===== config.mk =====
export PLATFORM = sky130hd
export DESIGN_NAME = alu_issue_sequencer
export DESIGN_NICKNAME = d
export VERILOG_FILES = /design/src/rtl/alu_issue_sequencer.sv
export SDC_FILE = /design/constraint.sdc
export NUM_CORES = 1
export LEC_CHECK = 0
export CAP_MARGIN = 20
export CORE_MARGIN = 4
export CORE_UTILIZATION = 44
export DETAILED_ROUTE_END_ITERATION = 10
export PLACE_DENSITY = 0.77
export RECOVER_POWER = 25
export SLEW_MARGIN = 40
export SYNTH_ARGS = -nofsm -noshare
export SYNTH_HDL_FRONTEND = slang
export SYNTH_SLANG_ARGS = --single-unit

===== constraint.sdc =====
create_clock -name clk -period 4.3 [get_ports clk]
set_clock_uncertainty 0.2 [all_clocks]
set_input_delay 0.86 -clock clk [delete_from_list [all_inputs] [get_ports clk]]
set_output_delay 0.86 -clock clk [all_outputs]
set_load 0.02 [all_outputs]

===== src/rtl/alu_issue_sequencer.sv =====
// alu_issue_sequencer
//
// Issue stage that sits directly in front of a 32-bit combinational ALU.
// Requests {command, operandA, operandB} are buffered in a small FIFO and
// issued one at a time onto registered ALU inputs. After a fixed number of
// settle edges the ALU result and flags are captured into an output register
// and offered downstream over a valid/ready handshake. The ALU does not drive
// a zero flag, so it is derived here from the captured result.
//
// Parameters
//   FIFO_DEPTH     request FIFO entries (power of two, >= 2)
//   SETTLE_CYCLES  edges the ALU inputs are held before capture (>= 1)
//
// Ports
//   clk, reset                      single clock, synchronous active-high reset
//   in_valid / in_ready             request handshake
//   in_command/operandA/operandB    request payload
//   alu_command/operandA/operandB   registered ALU inputs
//   alu_result/carryout/overflow    combinational ALU outputs
//   out_valid / out_ready           result handshake
//   out_result/carryout/overflow    captured ALU outputs
//   out_zero                        captured result == 0
//   out_command                     command that produced the result
//   busy                            request in flight or FIFO non-empty

module alu_issue_sequencer #(
    parameter int unsigned FIFO_DEPTH    = 4,
    parameter int unsigned SETTLE_CYCLES = 2
) (
    input  logic        clk,
    input  logic        reset,

    input  logic        in_valid,
    output logic        in_ready,
    input  logic [2:0]  in_command,
    input  logic [31:0] in_operandA,
    input  logic [31:0] in_operandB,

    output logic [2:0]  alu_command,
    output logic [31:0] alu_operandA,
    output logic [31:0] alu_operandB,
    input  logic [31:0] alu_result,
    input  logic        alu_carryout,
    input  logic        alu_overflow,

    output logic        out_valid,
    input  logic        out_ready,
    output logic [31:0] out_result,
    output logic        out_carryout,
    output logic        out_overflow,
    output logic        out_zero,
    output logic [2:0]  out_command,

    output logic        busy
);

    localparam int unsigned PtrW = (FIFO_DEPTH > 1) ? $clog2(FIFO_DEPTH) : 1;
    localparam int unsigned OccW = $clog2(FIFO_DEPTH + 1);
    localparam int unsigned SetW = (SETTLE_CYCLES > 1) ? $clog2(SETTLE_CYCLES) : 1;

    localparam logic [SetW-1:0] SettleLoad = SetW'(SETTLE_CYCLES - 1);
    localparam logic [OccW-1:0] OccFull    = OccW'(FIFO_DEPTH);

    typedef enum logic [1:0] {
        StIdle,
        StSettle,
        StHold
    } state_e;

    // ------------------------------------------------------------------
    // Request FIFO
    // ------------------------------------------------------------------
    logic [2:0]  fifo_cmd_q [FIFO_DEPTH];
    logic [31:0] fifo_a_q   [FIFO_DEPTH];
    logic [31:0] fifo_b_q   [FIFO_DEPTH];

    logic [PtrW-1:0] wr_ptr_q, wr_ptr_d;
    logic [PtrW-1:0] rd_ptr_q, rd_ptr_d;
    logic [OccW-1:0] occ_q, occ_d;

    logic push;
    logic pop;
    logic fifo_empty;

    // Readiness looks only at the registered occupancy, so a pop on the same
    // edge never makes room for a push.
    assign in_ready   = !reset && (occ_q != OccFull);
    assign push       = in_valid && in_ready;
    assign fifo_empty = (occ_q == '0);

    // Storage is not reset; validity is tracked entirely by occupancy.
    always_ff @(posedge clk) begin
        if (push) begin
            fifo_cmd_q[wr_ptr_q] <= in_command;
            fifo_a_q[wr_ptr_q]   <= in_operandA;
            fifo_b_q[wr_ptr_q]   <= in_operandB;
        end
    end

    // Depth is a power of two, so pointers wrap by natural overflow.
    always_comb begin
        wr_ptr_d = wr_ptr_q;
        rd_ptr_d = rd_ptr_q;
        occ_d    = occ_q;
        if (push) begin
            wr_ptr_d = wr_ptr_q + PtrW'(1);
        end
        if (pop) begin
            rd_ptr_d = rd_ptr_q + PtrW'(1);
        end
        unique case ({push, pop})
            2'b10:   occ_d = occ_q + OccW'(1);
            2'b01:   occ_d = occ_q - OccW'(1);
            default: occ_d = occ_q;
        endcase
    end

    // ------------------------------------------------------------------
    // Issue FSM and datapath registers
    // ------------------------------------------------------------------
    state_e          state_q, state_d;
    logic [SetW-1:0] settle_q, settle_d;

    logic [2:0]  alu_cmd_q, alu_cmd_d;
    logic [31:0] alu_a_q, alu_a_d;
    logic [31:0] alu_b_q, alu_b_d;

    logic        out_valid_q, out_valid_d;
    logic [31:0] out_result_q, out_result_d;
    logic        out_carry_q, out_carry_d;
    logic        out_ovf_q, out_ovf_d;
    logic        out_zero_q, out_zero_d;
    logic [2:0]  out_cmd_q, out_cmd_d;

    logic capture;

    always_comb begin
        state_d     = state_q;
        settle_d    = settle_q;
        out_valid_d = out_valid_q;
        pop         = 1'b0;
        capture     = 1'b0;

        unique case (state_q)
            StIdle: begin
                // Head is only visible once it is in the FIFO, so a push into
                // an empty FIFO is issued on the following edge.
                if (!fifo_empty) begin
                    pop      = 1'b1;
                    settle_d = SettleLoad;
                    state_d  = StSettle;
                end
            end
            StSettle: begin
                if (settle_q != '0) begin
                    settle_d = settle_q - SetW'(1);
                end else begin
                    capture     = 1'b1;
                    out_valid_d = 1'b1;
                    state_d     = StHold;
                end
            end
            StHold: begin
                if (out_ready) begin
                    out_valid_d = 1'b0;
                    if (!fifo_empty) begin
                        pop      = 1'b1;
                        settle_d = SettleLoad;
                        state_d  = StSettle;
                    end else begin
                        state_d = StIdle;
                    end
                end
            end
            default: begin
                state_d = StIdle;
            end
        endcase
    end

    // ALU inputs change only on a pop, so they stay glitch-free while the
    // ALU settles and while the result waits downstream.
    always_comb begin
        alu_cmd_d = alu_cmd_q;
        alu_a_d   = alu_a_q;
        alu_b_d   = alu_b_q;
        if (pop) begin
            alu_cmd_d = fifo_cmd_q[rd_ptr_q];
            alu_a_d   = fifo_a_q[rd_ptr_q];
            alu_b_d   = fifo_b_q[rd_ptr_q];
        end
    end

    // Output registers move only on the capture edge; flags pass through
    // untouched for every command.
    always_comb begin
        out_result_d = out_result_q;
        out_carry_d  = out_carry_q;
        out_ovf_d    = out_ovf_q;
        out_zero_d   = out_zero_q;
        out_cmd_d    = out_cmd_q;
        if (capture) begin
            out_result_d = alu_result;
            out_carry_d  = alu_carryout;
            out_ovf_d    = alu_overflow;
            out_zero_d   = (alu_result == 32'h0);
            out_cmd_d    = alu_cmd_q;
        end
    end

    always_ff @(posedge clk) begin
        if (reset) begin
            wr_ptr_q     <= '0;
            rd_ptr_q     <= '0;
            occ_q        <= '0;
            state_q      <= StIdle;
            settle_q     <= '0;
            alu_cmd_q    <= '0;
            alu_a_q      <= '0;
            alu_b_q      <= '0;
            out_valid_q  <= 1'b0;
            out_result_q <= '0;
            out_carry_q  <= 1'b0;
            out_ovf_q    <= 1'b0;
            out_zero_q   <= 1'b0;
            out_cmd_q    <= '0;
        end else begin
            wr_ptr_q     <= wr_ptr_d;
            rd_ptr_q     <= rd_ptr_d;
            occ_q        <= occ_d;
            state_q      <= state_d;
            settle_q     <= settle_d;
            alu_cmd_q    <= alu_cmd_d;
            alu_a_q      <= alu_a_d;
            alu_b_q      <= alu_b_d;
            out_valid_q  <= out_valid_d;
            out_result_q <= out_result_d;
            out_carry_q  <= out_carry_d;
            out_ovf_q    <= out_ovf_d;
            out_zero_q   <= out_zero_d;
            out_cmd_q    <= out_cmd_d;
        end
    end

    assign alu_command  = alu_cmd_q;
    assign alu_operandA = alu_a_q;
    assign alu_operandB = alu_b_q;

    assign out_valid    = out_valid_q;
    assign out_result   = out_result_q;
    assign out_carryout = out_carry_q;
    assign out_overflow = out_ovf_q;
    assign out_zero     = out_zero_q;
    assign out_command  = out_cmd_q;

    assign busy = (state_q != StIdle) || !fifo_empty;

endmodule

==> impl_metrics.py, run 1 <==
metrics = {
    "setup_path": {
        "critical_path_class": "flop to output port",
        "r2r_start": "occ_q[2]",
        "startpoint": "occ_q[0]",
        "path_cells": "or3_2, or3_1, clkdlybuf4s50_1",
        "crit_required_ns": 3.24,
        "critPathSlowestCell": "clkdlybuf4s50_1",
        "cp_num_cells": 3,
        "crit_path_max_incr_delay_ns": 0.56,
        "crit_arrival_ns": 2.27,
        "cp-start-kind": "flop",
        "path_buf_inv": 1,
        "reg2reg_setup_slack_ns": 1.59,
        "r2r_cells": 9,
        "critPathCapture": "busy",
        "critPathCaptureType": "output port",
        "crit_family": "simple AND/OR/NAND/NOR gates",
        "reg2reg_to": "occ_q[2]",
        "critPathMaxFanout": 5,
    },
    "detailed_routing": {
        "drt_first_pass_iters": 5,
        "vias": 8888,
        "viasPerCell": 5.59,
        "drc": 0,
        "antenna_left": 0,
        "wl_um": 33900,
        "drtIter0Drc": 638,
        "post_drt_wl_per_cell_um": 21.3,
    },
    "floorplan": {
        "io_pins": 213,
        "start_util_pct": 44.5,
        "die_area_um2": 35900,
        "core_area_um2": 32500,
        "core.rowCount": 66,
        "dieHeight_um": 189,
        "chipWidth_um": 189,
    },
    "global_route": {
        "grtUsageTotal_pct": 18.5,
        "antenna_found_initial": 8,
        "grt.overflow.total": 0,
        "grt_pass1_wl_um": 51900,
        "grt_max_degree": 77,
        "grt_pass1_vias": 8893,
    },
    "clocking": {
        "clock_sinks": 384,
        "clk_latency_ns": 0.52,
        "path_clk_slew_ns": 0.06,
        "clock_path_buffers": 3,
        "cts_buffers": 38,
        "postCtsResizedCells": 0,
        "h-tree-depth": 2,
        "cts_setup_buffers": 0,
        "cts_tree": "yes",
        "postCtsHoldBufs": 0,
        "cts-root-buf": "clkbuf_16",
    },
    "synthesis": {
        "avgSynthCellArea_um2": 15.7,
        "syn_nets": 1036,
        "ys_warn_count": 0,
        "syn_area_um2": 14500,
        "synth_edf_count": 268,
        "synth_top_cell_by_area": "edfxtp_1",
        "synth-main-ff-cell": "edfxtp_1",
        "yosysTopAreaCellShare_pct": 55.6,
        "ys_seq_elements": 384,
        "synth_area_leaders": "edfxtp_1, dfxtp_1, mux4_2",
        "syn_inst": 925,
        "yosysSeqAreaShare_pct": 71.6,
        "yosysUniqueCellTypes": 33,
        "async_flop_share_pct": 0,
    },
    "sta": {
        "hold_violations": 0,
        "hold_ws_ns": 0.251,
        "post-route-period-util_pct": 77.4,
        "max_slew_margin_pct": 44.5,
        "finalCriticalPeriod_ns": 3.33,
        "worst_slew_pin_slew_ns": 0.832,
        "rsz0062_at_grt": "false",
        "setup_tns_ns": 0,
        "slew_viol_final": 0,
        "finalSetupViolations": 0,
        "worst_slack_ns": 0.970,
        "timing.fmax_mhz": 300,
    },
    "cells_and_area": {
        "stdcell_count": 1589,
        "register_area_um2": 10400,
        "multi_input_area_um2": 3720,
        "fin_nets": 1227,
        "area_delta_synth_final_pct": 26.1,
        "nFillCells": 2615,
        "drive_gt1_share_pct": 13.9,
    },
    "placed_design": {
        "place_congestion": 0.737,
        "dp_slack_ns": 0.714,
        "placed_cells": 1516,
        "io_buffers": 212,
        "hpwl_um": 21300,
    },
    "min_path": {
        "hold_class": "flop to flop",
    },
    "flow_run": {
        "maxCapViolCount": 0,
    },
    "power": {
        "ir_worst_vdd_mv": 0.337,
        "power.leakage_nw": 5.88,
        "p_per_area_nw_per_um2": 612,
    },
    "status": {
        "status": "complete, no violations",
    },
}
==> layout by cell type, fill, tap and decap left out, types with 2 or more instances in the layout <==
cell type	netlist	final
bufinv_16	0	3
a21oi_1	112	112
buf_4	9	17
clkbuf_8	0	2
buf_6	2	2
clkinv_1	1	5
nor3_1	4	4
mux4_2	67	67
dlygate4sd3_1	0	49
clkbuf_1	42	12
edfxtp_1	268	268
buf_12	0	5
or3_1	3	2
xor2_1	2	2
ha_1	5	5
clkinv_2	0	7
dfxtp_4	0	3
clkbuf_16	0	39
o21ai_0	2	2
clkdlybuf4s50_1	0	162
mux2_2	2	2
nand4_1	70	70
and2_4	0	4
nand2_1	78	78
or4_1	2	2
dfxtp_1	116	113
diode_2	0	2
inv_1	8	8
nor2_1	10	10
nor4_1	7	7
o31ai_1	70	70
==> per-stage QoR <==
| stage | power, mW | cell area, µm² | util (%) |
|---|---|---|---|
| 6_report | 11.2 | 18300 | 56.1 |
| 5_1_grt | 11.7 | 18300 | 56.1 |
| 4_1_cts | 11.3 | 18200 | 56.0 |
| 3_5_place_dp | 8.05 | 17000 | 52.3 |
| 3_3_place_gp | 7.98 | 17000 | 52.2 |
| 2_1_floorplan | 6.73 | 14500 | - |
==> kinds of logic after synthesis <==
| kind of cell | after synthesis | share of synthesized area (%) |
|---|---|---|
| flops | 384 | 71.6 |
| fa+ha+maj | 6 | 0.570 |
| compound gates | 185 | 7.62 |
| buf+inv | 93 | 2.95 |
| mux | 69 | 10.6 |
| xor+xnor | 2 | 0.121 |
| simple gates | 186 | 6.55 |
==> worst reg2reg max path, stage by stage, from the launching register on <==
cell and delay (ns):
dfxtp_1 0.41, nor3b_1 0.45, nor3_1 0.23, inv_1 0.11, ha_1 0.18, inv_1 0.06
fa_1 0.37, xor2_1 0.16, or3_1 0.32, a21oi_1 0.16
==> area by class of cell <==
cell class | instances | area share (%)
diodes | 2 | 0.0274
clock buffers | 53 | 5.74
clock inverters | 16 | 0.849
inverters | 9 | 0.192
multi-input cells | 448 | 20.4
flip-flops and latches | 384 | 56.8
well taps | 442 | 3.03
repair buffers | 235 | 12.9
==> per-layer routing <==
metal  part of all wire, %  up-vias  GRT usage (%)
met5                  0.13        -              0
met4                   2.3        8           4.87
met3                   6.6       64           3.96
met2                    49      338           30.8
met1                    42     4451           24.9
li1                      -     4027              -
==> registers in the layout, summed over array words and instances (netlist names) <==
register / flops
wr_ptr_q: 2
out_carryout: 1
out_command: 3
settle_q: 1
alu_operandB: 32
rd_ptr_q: 2
out_result: 32
occ_q: 3
fifo_a_q: 128
alu_operandA: 32
state_q: 2
fifo_cmd_q: 12
out_valid: 1
out_overflow: 1
fifo_b_q: 128
alu_command: 3
out_zero: 1
==> how the worst min path moves through the flow <==
stage                   startpoint              to  slack, ns  cells past startpoint
floorplan                 occ_q[2]        occ_q[2]       0.28                      2
global placement     out_result[5]   out_result[5]       0.24                      2
detailed placement  out_result[10]  out_result[10]       0.25                      2
CTS                 out_result[10]  out_result[10]       0.25                      2
global route        out_result[31]  out_result[31]       0.27                      2
finish              out_result[10]  out_result[10]       0.25                      2
==> Yosys cell counts, types with 3 or more instances <==
master    instances
edfxtp_1        268
dfxtp_1         116
a21oi_1         112
nand2_1          78
nand4_1          70
o31ai_1          70
mux4_2           67
clkbuf_1         42
buf_2            22
nor2_1           10
buf_4             9
buf_1             8
inv_1             8
nor4_1            7
ha_1              5
and2_1            4
nor3_1            4
or3_1             3
==> power breakdown <==
| part | switching [mW] | internal (mW) | leakage (nW) | total, mW |
|---|---|---|---|---|
| Clock | 1.31 | 1.89 | 0.588 | 3.20 |
| Sequential | 0.377 | 4.47 | 3.38 | 4.85 |
| Combinational | 1.71 | 1.42 | 1.91 | 3.13 |
| Total | 3.40 | 7.78 | 5.88 | 11.2 |
Note: power is estimated with default switching activity, not from simulation.
==> run 2, diff against run 1 <==
--- a/config.mk
+++ b/config.mk
@@ -9,7 +9,7 @@
 export CORE_MARGIN = 4
 export CORE_UTILIZATION = 44
 export DETAILED_ROUTE_END_ITERATION = 10
-export PLACE_DENSITY = 0.77
+export PLACE_DENSITY = 0.79
 export RECOVER_POWER = 25
 export SLEW_MARGIN = 40
 export SYNTH_ARGS = -nofsm -noshare
==> constraint.sdc (replaced) <==
create_clock -name clk -period 2.95 [get_ports clk]
set_clock_uncertainty 0.2 [all_clocks]
set_input_delay 0.59 -clock clk [delete_from_list [all_inputs] [get_ports clk]]
set_output_delay 0.59 -clock clk [all_outputs]
set_load 0.02 [all_outputs]
==> impl_metrics.py, run 2 (synthesized netlist as in run 1, its figures left out) <==
metrics = {
    "detailed_routing": {
        "maxUsedRoutingLayer": "met5",
        "post_drt_wl_per_cell_um": 21.3,
        "vias": 9040,
        "met1_length_um": 14200,
        "wl_met2_um": 16900,
        "drtIter0Drc": 628,
        "drt_first_pass_iters": 5,
        "viasPerCell": 5.60,
        "wl_met3_um": 2580,
        "wl_um": 34300,
        "drc": 0,
        "antenna_left": 0,
    },
    "floorplan": {
        "dieHeight_um": 189,
        "core.rowCount": 66,
        "start_util_pct": 44.5,
        "chipWidth_um": 189,
        "die_area_um2": 35900,
        "io_pins": 213,
        "core_area_um2": 32500,
    },
    "placed_design": {
        "hpwl_um": 21200,
        "io_buffers": 212,
        "place_congestion": 0.791,
        "post_dp_cell_area_um2": 17300,
    },
    "clocking": {
        "cts_tree": "yes",
        "cts-root-buf": "clkbuf_16",
        "path_clk_slew_ns": 0.06,
        "clock_path_buffers": 3,
        "h-tree-depth": 2,
        "clock_sinks": 384,
        "cts_buffers": 40,
        "postCtsHoldBufs": 0,
        "clk_latency_ns": 0.52,
    },
    "cells_and_area": {
        "area_delta_synth_final_pct": 28.8,
        "final_cell_mix": "edfxtp_1, clkdlybuf4s50_1, dfxtp_1",
        "finalCoreUtilization_pct": 57.3,
        "nFillCells": 2517,
        "multi_input_area_um2": 3720,
        "layout_commonest_cell": "edfxtp_1",
        "largest_registers": "fifo_a_q (128), fifo_b_q (128)",
        "drive_gt1_share_pct": 16.0,
        "fin_nets": 1245,
        "register_area_um2": 10400,
        "final_area_um2": 18600,
    },
    "power": {
        "ir_worst_vdd_mv": 0.434,
        "power.leakage_nw": 6.05,
        "totalPowerFinal_mw": 16.7,
        "p_per_area_nw_per_um2": 897,
    },
    "sta": {
        "max_slew_margin_pct": 56.5,
        "slew_viol_final": 0,
        "finalCriticalPeriod_ns": 2.84,
        "post-route-period-util_pct": 96.3,
        "worst_slew_pin_slew_ns": 0.653,
        "finalSetupViolations": 0,
        "timing.fmax_mhz": 352,
        "rsz0062_at_grt": "false",
        "hold_violations": 0,
        "hold_ws_ns": 0.123,
    },
    "setup_path": {
        "crit_path_max_incr_delay_ns": 0.52,
        "crit_arrival_ns": 2.05,
        "critPathSlowestCell": "or3_2",
        "cp-start-kind": "flop",
        "path_cells": "or3_2, or3_1, dlygate4sd2_1",
        "critical_path_class": "flop to output port",
        "critPathCaptureType": "output port",
        "crit_required_ns": 2.16,
        "critPathMaxFanout": 5,
    },
    "global_route": {
        "grt_max_degree": 115,
        "grt_pass1_vias": 9435,
        "grtUsageTotal_pct": 18.9,
        "grt.overflow.total": 0,
        "grt_pass1_wl_um": 53700,
        "antenna_found_initial": 8,
    },
    "status": {
        "status": "complete, no violations",
    },
    "min_path": {
        "hold_class": "input pin to flop",
    },
    "flow_run": {
        "maxCapViolCount": 0,
    },
}
## run 2: per-layer routing
layer	track usage, %	vias to the layer above
met3	4.42	52
met2	31.6	339
met1	25.5	4560
li1	-	4081
met4	4.40	8
met5	0	-
## run 2: layout make-up
type | count | share of cell area [%]
Antenna cell | 5 | 0.0671
Clock inverter | 22 | 1.12
Clock buffer | 52 | 5.89
Timing Repair Buffer | 251 | 14.2
Tap cell | 442 | 2.97
Inverter | 9 | 0.181
Sequential cell | 384 | 55.7
Multi-Input combinational cell | 448 | 20.0
## run 2: worst paths after layout
check,slack [ns],cells past startpoint,to,startpoint
max,0.11,3,busy,occ_q[0]
min,0.12,2,out_command[1],reset
max reg2reg,0.43,10,occ_q[2],occ_q[2]
min reg2reg,0.25,2,out_command[2],out_command[2]
## run 2: power breakdown
group          leakage (nW)  switching (mW)  internal [mW]
clock                 0.636            2.07           2.86
combinational          2.03            2.66           2.17
sequential             3.38           0.457           6.51
## run 2: worst max-delay path, delay by kind of cell (launching register included)
kind | cells | cell delay [ns]
flip-flops | 1 | 0.37
buffers and inverters | 1 | 0.34
AND/OR/NAND/NOR | 2 | 0.83
## run 2: stage by stage
stage                     setup TNS, ns  std cells  worst slack, ns
after global routing                  0       1611           0.0134
after detailed placement        -0.0397       1533          -0.0397
after global placement                0       1531           0.0134
final                                 0       1613            0.109
after floorplan                       0        925            0.389
after CTS                             0       1607           0.0965
## run 2: what timing repair did
item,4_1_cts,5_1_grt
endpoints found under the setup margin,1,0
setup buffers,0,0
resized for setup,1,0
==> run 3, diff against run 2 <==
--- a/config.mk
+++ b/config.mk
@@ -11,7 +11,6 @@
 export DETAILED_ROUTE_END_ITERATION = 10
 export PLACE_DENSITY = 0.79
 export RECOVER_POWER = 25
-export SLEW_MARGIN = 40
 export SYNTH_ARGS = -nofsm -noshare
 export SYNTH_HDL_FRONTEND = slang
 export SYNTH_SLANG_ARGS = --single-unit
==> impl_metrics.py, run 3 (synthesized netlist as in run 1, its figures left out) <==
metrics = {
    "clocking": {
        "cts_tree": "yes",
        "cts_buffers": 39,
        "path_clk_slew_ns": 0.06,
        "postCtsHoldBufs": 0,
        "h-tree-depth": 2,
        "cts-root-buf": "clkbuf_16",
        "clk_latency_ns": 0.51,
        "clock_path_buffers": 3,
        "clock_sinks": 384,
    },
    "setup_path": {
        "path_cells": "or3_2, or3_1, dlygate4sd2_1",
        "critical_path_class": "flop to output port",
        "crit_family": "simple AND/OR/NAND/NOR gates",
        "critPathCaptureType": "output port",
        "critPathSlowestCell": "or3_2",
        "crit_required_ns": 2.16,
        "path_buf_inv": 1,
        "critPathMaxFanout": 5,
        "cp-start-kind": "flop",
        "crit_arrival_ns": 2.03,
        "crit_path_max_incr_delay_ns": 0.51,
    },
    "placed_design": {
        "hpwl_um": 20800,
        "io_buffers": 212,
        "dp_slack_ns": -0.00301,
        "placed_cells": 1531,
        "place_congestion": 0.791,
    },
    "sta": {
        "max_slew_margin_pct": 37.4,
        "finalCriticalPeriod_ns": 2.82,
        "slew_viol_final": 0,
        "rsz0062_at_grt": "false",
        "hold_violations": 0,
        "post-route-period-util_pct": 95.5,
        "finalSetupViolations": 0,
        "worst_slew_pin_slew_ns": 0.938,
        "worst_slack_ns": 0.133,
        "timing.fmax_mhz": 355,
        "hold_ws_ns": 0.134,
    },
    "detailed_routing": {
        "drt_first_pass_iters": 5,
        "drc": 0,
        "drtIter0Drc": 643,
        "vias": 9012,
        "wl_um": 34500,
        "antenna_left": 0,
        "post_drt_wl_per_cell_um": 21.5,
        "viasPerCell": 5.62,
    },
    "global_route": {
        "grt_util_met3_pct": 4.04,
        "antenna_found_initial": 8,
        "met2_usage_pct": 31.6,
        "grt_pass1_wl_um": 53500,
        "use_met1_pct": 25.8,
        "grtUsageTotal_pct": 19.0,
        "grt_pass1_vias": 9424,
        "grt.overflow.total": 0,
        "grt.busiest_layer": "met2",
        "grt_max_degree": 115,
    },
    "power": {
        "p_per_area_nw_per_um2": 892,
        "ir_worst_vdd_mv": 0.654,
        "power.leakage_nw": 6.00,
    },
    "min_path": {
        "hold_class": "input pin to flop",
    },
    "floorplan": {
        "chipWidth_um": 189,
        "io_pins": 213,
        "core_area_um2": 32500,
        "die_area_um2": 35900,
        "start_util_pct": 44.5,
        "core.rowCount": 66,
        "dieHeight_um": 189,
    },
    "cells_and_area": {
        "stdcell_count": 1604,
        "final_cell_mix": "edfxtp_1, clkdlybuf4s50_1, dfxtp_1",
        "layout_commonest_cell": "edfxtp_1",
        "area_delta_synth_final_pct": 28.0,
        "fin_nets": 1241,
        "largest_registers": "fifo_a_q (128), fifo_b_q (128)",
        "drive_gt1_share_pct": 15.2,
    },
    "status": {
        "status": "complete, no violations",
    },
    "flow_run": {
        "maxCapViolCount": 0,
    },
}
## run 3: per-stage QoR
step	cell area, µm²	setup TNS [ns]	utilization, %	power [mW]
2_1_floorplan	14500	0	-	9.80
3_3_place_gp	17300	0	53.1	11.8
3_5_place_dp	17300	-0.00301	53.1	11.9
4_1_cts	18500	0	56.9	16.7
5_1_grt	18500	0	57.0	17.3
6_report	18500	0	57.0	16.5
## run 3: power breakdown
group | switching (mW) | internal (mW)
sequential | 0.505 | 6.51
clock | 1.93 | 2.87
combinational | 2.60 | 2.11
total | 5.04 | 11.5
## run 3: final cells by class
type	instances	area, µm²
clock inverter	13	155
multi-input combinational	448	3720
tap	442	553
clock buffer	57	1100
fill	2528	14000
timing repair buffer	248	2580
inverter	9	33.8
antenna	3	7.51
sequential	384	10400
## run 3: final timing paths
kind	cells past startpoint	from	to	slack [ns]
setup / recovery	3	occ_q[0]	busy	0.13
hold / removal	2	reset	wr_ptr_q[0]	0.13
setup reg to reg	10	occ_q[2]	occ_q[2]	0.47
hold reg to reg	2	out_result[4]	out_result[4]	0.25
## run 3: what timing repair did
item,CTS,global route
endpoints found under the setup margin,1,0
setup buffers,0,0
gates resized for setup,1,0
## run 3: routing by layer
metal  share of wire [%]  vias up
met5                0.18        -
met4                 1.6       10
met3                 8.2       58
met2                  49      380
met1                  41     4501
li1                    -     4063
